[config.mk]
export PLATFORM = sky130hd
export DESIGN_NAME = hilo_mul_ctrl
export DESIGN_NICKNAME = d
export VERILOG_FILES = /design/src/rtl/hilo_mul_ctrl_pkg.sv /design/src/rtl/hilo_mul_ctrl_acc.sv /design/src/rtl/hilo_mul_ctrl.sv
export SDC_FILE = /design/constraint.sdc
export NUM_CORES = 1
export LEC_CHECK = 0
export CAP_MARGIN = 40
export CORE_AREA = 2 2 202 204
export CTS_CLUSTER_SIZE = 25
export DETAILED_ROUTE_END_ITERATION = 8
export DIE_AREA = 0 0 204 206
export GPL_ROUTABILITY_DRIVEN = 0
export GPL_TIMING_DRIVEN = 0
export HOLD_SLACK_MARGIN = 0.12
export PLACE_DENSITY = 0.54
export SETUP_SLACK_MARGIN = 0.15
export SYNTH_ARGS = -nofsm -noshare
export SYNTH_HDL_FRONTEND = slang
export SYNTH_SLANG_ARGS = --single-unit
[constraint.sdc]
create_clock -name clock -period 7.3 [get_ports clock]
set_clock_uncertainty 0.1 [all_clocks]
set_input_delay 1.46 -clock clock [delete_from_list [all_inputs] [get_ports clock]]
set_output_delay 1.46 -clock clock [all_outputs]
set_load 0.01 [all_outputs]
[src/rtl/hilo_mul_ctrl_pkg.sv]
// Shared opcode, FSM state and op-class helpers for the HI/LO multiply controller.
package hilo_mul_ctrl_pkg;

    typedef enum logic [3:0] {
        OP_NONE  = 4'd0,
        OP_MULT  = 4'd1,
        OP_MULTU = 4'd2,
        OP_MUL   = 4'd3,
        OP_MADD  = 4'd4,
        OP_MADDU = 4'd5,
        OP_MSUB  = 4'd6,
        OP_MSUBU = 4'd7,
        OP_MTHI  = 4'd8,
        OP_MTLO  = 4'd9
    } op_e;

    typedef enum logic [1:0] {
        S_IDLE  = 2'd0,
        S_ISSUE = 2'd1,
        S_WAIT  = 2'd2,
        S_DRAIN = 2'd3
    } state_e;

    function automatic logic is_mul_op(input op_e op);
        return (op == OP_MULT) || (op == OP_MULTU) || (op == OP_MUL) ||
               (op == OP_MADD) || (op == OP_MADDU) || (op == OP_MSUB) || (op == OP_MSUBU);
    endfunction

    function automatic logic is_unsigned(input op_e op);
        return (op == OP_MULTU) || (op == OP_MADDU) || (op == OP_MSUBU);
    endfunction

    function automatic logic is_acc(input op_e op);
        return (op == OP_MADD) || (op == OP_MADDU) || (op == OP_MSUB) || (op == OP_MSUBU);
    endfunction

    function automatic logic is_sub(input op_e op);
        return (op == OP_MSUB) || (op == OP_MSUBU);
    endfunction

endpackage

[src/rtl/hilo_mul_ctrl_acc.sv]
// Combinational next-value of {HI,LO}: pass, accumulate or subtract the multiplier product.
module hilo_acc
    import hilo_mul_ctrl_pkg::*;
(
    input  logic        [3:0]  i_op,
    input  logic        [31:0] i_hi,
    input  logic        [31:0] i_lo,
    input  logic        [63:0] i_result,
    output logic        [63:0] o_acc
);
    op_e w_op;
    assign w_op = op_e'(i_op);

    always_comb begin
        o_acc = i_result;
        if (is_acc(w_op)) begin
            o_acc = is_sub(w_op) ? ({i_hi, i_lo} - i_result) : ({i_hi, i_lo} + i_result);
        end
    end
endmodule

[src/rtl/hilo_mul_ctrl.sv]
// EX-stage controller: launches the external 2-cycle multiplier, stalls the pipe, and owns HI/LO.
module hilo_mul_ctrl
    import hilo_mul_ctrl_pkg::*;
#(
    parameter int unsigned TIMEOUT_CYCLES = 15
) (
    input  logic        clock,
    input  logic        reset,
    input  logic        req_valid,
    input  logic [3:0]  req_op,
    input  logic [31:0] req_src_a,
    input  logic [31:0] req_src_b,
    input  logic        flush,
    output logic        stall_req,
    output logic        resp_valid,
    output logic [31:0] resp_data,
    output logic [31:0] hi,
    output logic [31:0] lo,
    output logic [31:0] mul_op1,
    output logic [31:0] mul_op2,
    output logic        mul_start,
    output logic        mul_unsigned,
    input  logic [63:0] mul_result,
    input  logic        mul_done,
    output logic        timeout_err
);
    localparam int unsigned CW = $clog2(TIMEOUT_CYCLES + 1);

    state_e        r_state;
    op_e           r_op;
    logic [31:0]   r_a, r_b, r_hi, r_lo;
    logic          r_uns, r_start, r_err;
    logic [CW-1:0] r_cnt;

    op_e           w_req_op;
    logic          w_accept, w_done_ok, w_timeout, w_stall;
    logic [63:0]   w_acc;

    assign w_req_op  = op_e'(req_op);
    assign w_accept  = (r_state == S_IDLE) && req_valid && !flush && is_mul_op(w_req_op);
    assign w_done_ok = (r_state == S_WAIT) && mul_done && !flush;
    assign w_timeout = (r_cnt == CW'(TIMEOUT_CYCLES - 1));

    hilo_acc u_acc (
        .i_op     (r_op),
        .i_hi     (r_hi),
        .i_lo     (r_lo),
        .i_result (mul_result),
        .o_acc    (w_acc)
    );

    // Stall drops combinationally in the completion or flush cycle so EX can advance at that edge.
    always_comb begin
        w_stall = 1'b0;
        case (r_state)
            S_IDLE:  w_stall = w_accept;
            S_ISSUE: w_stall = !flush;
            S_WAIT:  w_stall = !(flush || mul_done);
            S_DRAIN: w_stall = req_valid;
            default: w_stall = 1'b0;
        endcase
    end

    always_ff @(posedge clock or negedge reset) begin
        if (!reset) begin
            r_state <= S_IDLE;
            r_op    <= OP_NONE;
            r_a     <= '0;
            r_b     <= '0;
            r_hi    <= '0;
            r_lo    <= '0;
            r_uns   <= 1'b0;
            r_start <= 1'b0;
            r_err   <= 1'b0;
            r_cnt   <= '0;
        end else begin
            r_start <= 1'b0;
            case (r_state)
                S_IDLE: begin
                    if (req_valid && !flush) begin
                        if (w_req_op == OP_MTHI) begin
                            r_hi <= req_src_a;
                        end else if (w_req_op == OP_MTLO) begin
                            r_lo <= req_src_a;
                        end else if (is_mul_op(w_req_op)) begin
                            r_op    <= w_req_op;
                            r_a     <= req_src_a;
                            r_b     <= req_src_b;
                            r_uns   <= is_unsigned(w_req_op);
                            r_start <= 1'b1;
                            r_state <= S_ISSUE;
                        end
                    end
                end
                // The launch pulse already went out, so a flush here still has a product to drain.
                S_ISSUE: begin
                    r_cnt   <= '0;
                    r_state <= flush ? S_DRAIN : S_WAIT;
                end
                S_WAIT: begin
                    if (flush) begin
                        r_cnt   <= '0;
                        r_state <= mul_done ? S_IDLE : S_DRAIN;
                    end else if (mul_done) begin
                        if (r_op != OP_MUL) begin
                            {r_hi, r_lo} <= w_acc;
                        end
                        r_state <= S_IDLE;
                    end else if (w_timeout) begin
                        r_err   <= 1'b1;
                        r_state <= S_IDLE;
                    end else begin
                        r_cnt <= r_cnt + CW'(1);
                    end
                end
                S_DRAIN: begin
                    if (mul_done) begin
                        r_state <= S_IDLE;
                    end else if (w_timeout) begin
                        r_err   <= 1'b1;
                        r_state <= S_IDLE;
                    end else begin
                        r_cnt <= r_cnt + CW'(1);
                    end
                end
                default: r_state <= S_IDLE;
            endcase
        end
    end

    assign stall_req    = w_stall;
    assign resp_valid   = w_done_ok && (r_op == OP_MUL);
    assign resp_data    = resp_valid ? mul_result[31:0] : '0;
    assign hi           = r_hi;
    assign lo           = r_lo;
    assign mul_op1      = r_a;
    assign mul_op2      = r_b;
    assign mul_start    = r_start;
    assign mul_unsigned = r_uns;
    assign timeout_err  = r_err;
endmodule

### Word level (Yosys, flattened, before mapping)

Cells that the tools add are included.

* register bits: 141
* bits in latches: 0
* bits in writable memories: 0
* memory bits (read-only): 0
* bits of input ports: 137
* output and inout port bits: 165
* memories: 0

* add/sub/neg operators: 3
* $mul: 0
* div/mod/pow operators: 0
* magnitude comparators: 0
* eq/ne operators: 28
* shift-type cells: 0
* multiplexer cells: 40
* bitwise logic cells: 2
* reduce and logical (&&, ||, !) cells: 31

Operators with widths (number)
* 32-bit two-way mux: 12
* 64-bit two-way mux: 2
* 32-bit one-hot mux with 2 select lines: 2
* 64-bit adder: 1
* 64-bit subtractor: 1
* 4-bit by 3-bit equality test with 1-bit output, second input constant: 8
* 2-bit two-way mux: 8
* 1-bit logical OR: 13
* 4-bit by 2-bit equality test with 1-bit output, second input constant: 3
* 4-bit equality test, second input constant: 3
* 4-bit two-way mux: 3
* 4-bit one-hot mux with 3 select lines: 1
* 2-bit by 1-bit != test with 1-bit output, second input constant: 5
* 1-bit two-way mux: 9
* 2-bit != test, second input constant: 4
* 2-bit one-hot mux with 4 select lines: 1
* 1-bit logical AND: 7
* 7-bit AND reduction: 1
* 6-bit AND reduction: 1
* 5-bit AND reduction: 1
* 4-bit by 1-bit adder with 4-bit output, second input constant: 1
* 2-bit equality test, second input constant: 2
* 4-bit by 1-bit equality test with 1-bit output, second input constant: 1
* 4-bit by 2-bit != test with 1-bit output, second input constant: 1
* other kinds (10): 13

### Depth between registers and ports, before layout

* depth in word-level cells: 12
* gate-level depth with buffers: 22
* mapped depth without buffers: 21

### Hierarchy

Synthesis repeated with hierarchy kept, for this count alone.

* cells, all modules: 1465
* area, all modules: 12249.2 µm²

Modules (own cells, without submodules)
* hilo_mul_ctrl: instances 1, cells each 568, area an instance 6497.5 µm², sequential area each 3528.4 µm²
* hilo_acc: instances 1, cells each 897, area an instance 5751.8 µm², sequential area each 0.0 µm²

### Worst setup path after synthesis

Ideal clock, no wire load.

* kind: input to register
* from: input port mul_result[12]
* to: register r_hi[18], in the netlist hi[18]
* setup time: 0.104 ns
* arrival: 5.657 ns
* data required time: 7.096 ns
* setup slack: 1.439 ns
* cell stages on the path: 19
* buffers on the path: 1
* cell sequence: or4_4 -> nand4b_1 -> or2_2 -> nor2_1 -> nand2_1 -> o31ai_1 -> xor2_1 -> ha_1 -> clkbuf_1 -> nand4_1 -> nand2b_1 -> or3_1 -> a211oi_1 -> nor3_1 -> o21ai_0 -> a31o_2 -> a31oi_1 -> xor2_1 -> a221oi_1

* cells in the longest elaborated chain, start to end: 7
* elaborated cells between the ends (all ways): 8

RTL lines
* start, declared: line hilo_mul_ctrl.sv:23 `input logic [63:0] mul_result,`
* 64-bit adder / 64-bit subtractor (equally long branches): line hilo_mul_ctrl_acc.sv:17 `o_acc = is_sub(w_op) ? ({i_hi, i_lo} - i_result) : ({i_hi, i_lo} + i_result);`
* 64-bit two-way mux *: line hilo_mul_ctrl_acc.sv:17
* 64-bit two-way mux *: line hilo_mul_ctrl_acc.sv:16 `if (is_acc(w_op)) begin`
* 32-bit two-way mux *: line hilo_mul_ctrl.sv:105 `if (r_op != OP_MUL) begin`
* 32-bit two-way mux *: line hilo_mul_ctrl.sv:104 `end else if (mul_done) begin`
* 32-bit two-way mux *: line hilo_mul_ctrl.sv:101 `if (flush) begin`
* 32-bit one-hot mux with 2 select lines *: line hilo_mul_ctrl.sv:78 `case (r_state)`
* end signal, assigned: line hilo_mul_ctrl.sv:82 `r_hi <= req_src_a;`
* end signal, assigned: line hilo_mul_ctrl.sv:106 `{r_hi, r_lo} <= w_acc;`
* end, declared: line hilo_mul_ctrl.sv:31 `logic [31:0] r_a, r_b, r_hi, r_lo;`

Mark *: on every way between the ends. The rest lies on a longest branch, timed or not. The select of a mux whose other input is x is not followed.
A chain may end at the register's enable or synchronous reset.

### Worst setup path after layout

* from: input port mul_result[11]
* to: register r_hi[29], in the netlist hi[29]

Same word-level chain as after synthesis.

==> flow_summary_export.csv <==
group,metric,value,unit
logic_synthesis,ys_ff_latch,141,
critical_path,start_kind,"input pin",
grt,grt_max_degree,79,
route,route.detailed.drc,0,
die,rows,74,
min_path,hold_class,"reg2reg",
sta,min_period,7.027,ns
sta,relSlewSlack,0.3366,
route,wl_per_cell,23.04,um
cells_and_area,drive_gt1_frac,0.07849,
critical_path,critPathLaunch,"mul_result[11]",
cts,clk_path_buf_depth,2,
logic_synthesis,synth_top_area_frac,0.2994,
critical_path,crit_type,"in2reg",
placed_design,dp_hpwl,42.50,mm
critical_path,reg2reg_from,"r_op[2]$_DFFE_PN0P_",
power_and_ir_drop,p_leak,0.006545,uW
grt,grt_pass1_vias,12380,
power_and_ir_drop,totalPowerFinal,7962,uW
route,viasPerCell,5.571,
logic_synthesis,ys_async_sr_fraction,1.000,
logic_synthesis,syn-cell-area,0.01179,mm^2
critical_path,worst_setup_path_end_kind,"register",
power_and_ir_drop,pwr_density_cell,491.1,mW/mm^2
sta,setup_viol,0,
outcome,outcome,"completed",
logic_synthesis,synth_ff_type,"dfrtp_1",
critical_path,cp-endpoint,"hi[29]$_DFFE_PN0P_",
cts,clk_transition_reported_paths,0.08,ns
sta,report.final.slew_viol_count,0,
route,num_vias,12830,
min_path,min_from,"timeout_err$_DFFE_PN0P_",
logic_synthesis,synth.most_common_cell,"nand2_1",
die,fp.coreArea,0.04018,mm^2
cts,numClockSinks,141,
cts,h-tree-depth,4,
die,start_util,0.2933,
grt,gr-total-overflow,0,
logic_synthesis,synthesis.instances,1428,
grt,grt_pass1_wl,78.19,mm
sta,tightest_slew,0.9950,ns
sta,hold_ws,0.3790,ns
power_and_ir_drop,vdd_ir_drop_max,0.0002196,V
logic_synthesis,synth_cell_type_count,67,
critical_path,worstPathMaxFanout,7,
die,fp.dieH,206,um
cts,cts_root_buf,"clkbuf_16",
die,die-area,0.04202,mm^2
die,pin_count,302,
critical_path,worstPathRequired,7.55,ns
route,drtAntennaViolNets,0,
route,firstDrtPassIters,6,
logic_synthesis,synthTopCellsByCount,"143 x nand2_1, 141 x dfrtp_1, 133 x o21ai_0, 123 x a21oi_1, 105 x nor2_1",
logic_synthesis,synth.area.top_cells,"dfrtp_1 30%, ha_1 7.0%, mux2_2 6.2%",
grt,grt_usage,0.2500,
logic_synthesis,synth_edf_count,0,
critical_path,worst_r2r_path_depth,17,
critical_path,r2r_slack,1.47,ns
critical_path,crit_arrival,7.28,ns
sta,hold_viol,0,
sta,fmax,142.3,MHz
job,max-cap-violations,0,
logic_synthesis,synth_nets,1632,
route,drtIter0Drc,1454,
cts,clk_latency,0.46,ns
cts,tritoncts,"built",
sta,rsz0062_at_grt,"no",
logic_synthesis,yosysSeqAreaShare,0.2994,
cells_and_area,area_growth,37.55,%
cells_and_area,layout.nets,1962,
grt,antenna_found_initial,1,
logic_synthesis,yosysTopAreaCell,"dfrtp_1",
logic_synthesis,synth.avg_cell_area,8.254,um^2
placed_design,port_buffers,299,
critical_path,timing.rr.end,"hi[28]$_DFFE_PN0P_",
route,wl,53.07,mm
sta,post-route-period-util,0.9626,
cts,cts_inserted_buffers,17,
logic_synthesis,yosys_warnings,0,
cells_and_area,diodes,0,
die,die_w,204,um
-- flip-flops by register name, indices dropped and copies added (netlist names) --
register,cells
hi,32
lo,32
mul_op1,32
mul_op2,32
mul_start,1
mul_unsigned,1
r_cnt,4
r_op,4
r_state,2
timeout_err,1
-- kinds of logic (layout without fill, tap and decap cells) --
group	count (synthesis)	in the layout	share of synthesized area
compound gates	482	482	0.2562
simple gates	438	438	0.1840
flops	141	141	0.2994
xor+xnor	117	117	0.08694
buf+inv	114	457	0.03631
mux	69	69	0.06550
fa+ha+maj	67	67	0.07176
-- power breakdown --
part / leakage, uW / total, uW / internal [uW] / switching (uW)
Sequential: 0.00171 / 1470 / 1150 / 319
Clock: 0.000295 / 923 / 503 / 420
Combinational: 0.00454 / 5570 / 2350 / 3220
-- critical path, stage by stage --
cell and delay, ns:
clkdlybuf4s50_1 0.54, or4_4 0.59, nand4b_1 0.30, buf_4 0.22, nor3_4 0.29, nand2_1 0.16
or3_2 0.49, o31ai_4 0.32, nand2_1 0.15, xnor2_1 0.15, ha_1 0.27, clkbuf_1 0.25
and3_1 0.28, nand3_1 0.12, nor3_1 0.36, o21ai_0 0.36, nand3_1 0.31, a31oi_1 0.16
xor2_1 0.18, a221oi_1 0.29
-- worst min-delay path by stage --
stage,end,slack (ns),cells past startpoint
after floorplan,r_op[0]$_DFFE_PN0P_,0.38,1
after global placement,timeout_err$_DFFE_PN0P_,0.34,1
after detailed placement,timeout_err$_DFFE_PN0P_,0.36,1
after CTS,timeout_err$_DFFE_PN0P_,0.39,1
after global routing,timeout_err$_DFFE_PN0P_,0.42,1
final,timeout_err$_DFFE_PN0P_,0.38,1
-- stage by stage --
step | cell area, um^2 | util | setup TNS [ns] | setup WS (ns) | std cells
6_report | 16210 | 0.4034 | 0 | 0.2731 | 2303
5_1_grt | 16210 | 0.4034 | 0 | 0.1277 | 2303
4_1_cts | 16160 | 0.4022 | 0 | 0.1785 | 2298
3_5_place_dp | 15550 | 0.3869 | -3.670 | -0.4288 | 2266
3_3_place_gp | 15440 | 0.3844 | -220.62 | -1.557 | 2259
2_1_floorplan | 11790 | - | 0 | 1.439 | 1428
-- area by class of cell --
type,instances,area (um^2)
flip-flops and latches,141,3528
repair buffers,311,3126
well taps,532,665.6
multi-input cells,1173,7868
plain buffers,80,301.5
clock buffers,19,452.9
fillers,4146,23970
inverters,34,127.6
clock inverters,13,142.6
-- layout by cell type (no fill, tap or decap), types with 10 or more instances in the layout --
cell,instances
clkbuf_16,17
a21oi_1,123
nor2_1,104
xnor2_1,55
clkdlybuf4s50_1,298
o21ai_0,132
and2_1,35
a31oi_1,22
o21bai_1,19
nor2b_1,10
a21o_1,41
inv_1,34
dfrtp_1,141
o211ai_1,25
a211oi_1,15
clkbuf_1,79
nand2b_1,12
xor2_1,62
ha_1,66
nand2_1,143
o22ai_1,19
o31ai_1,19
nor3_1,22
nand4_1,23
a221oi_1,20
mux2_2,65
or3_1,15
nand3_1,20
-- repair_timing --
| action | in CTS | in global routing |
|---|---|---|
| setup buffers | 0 | 5 |
| hold buffers | 0 | 0 |
| cloned | 0 | 0 |
| resized for setup | 4 | 5 |
| pin swaps | 1 | 4 |
| endpoints found under the setup margin | 6 | 14 |
-- routing by layer --
metal | wire length, um | part of all wire | GRT usage
met3 | 4644 | 0.088 | 0.06323
met5 | 13 | 0.00024 | 0
met4 | 2235 | 0.042 | 0.09990
met2 | 23860 | 0.45 | 0.4023
met1 | 22320 | 0.42 | 0.3206
No activity file was read; power rests on OpenSTA's default activity.
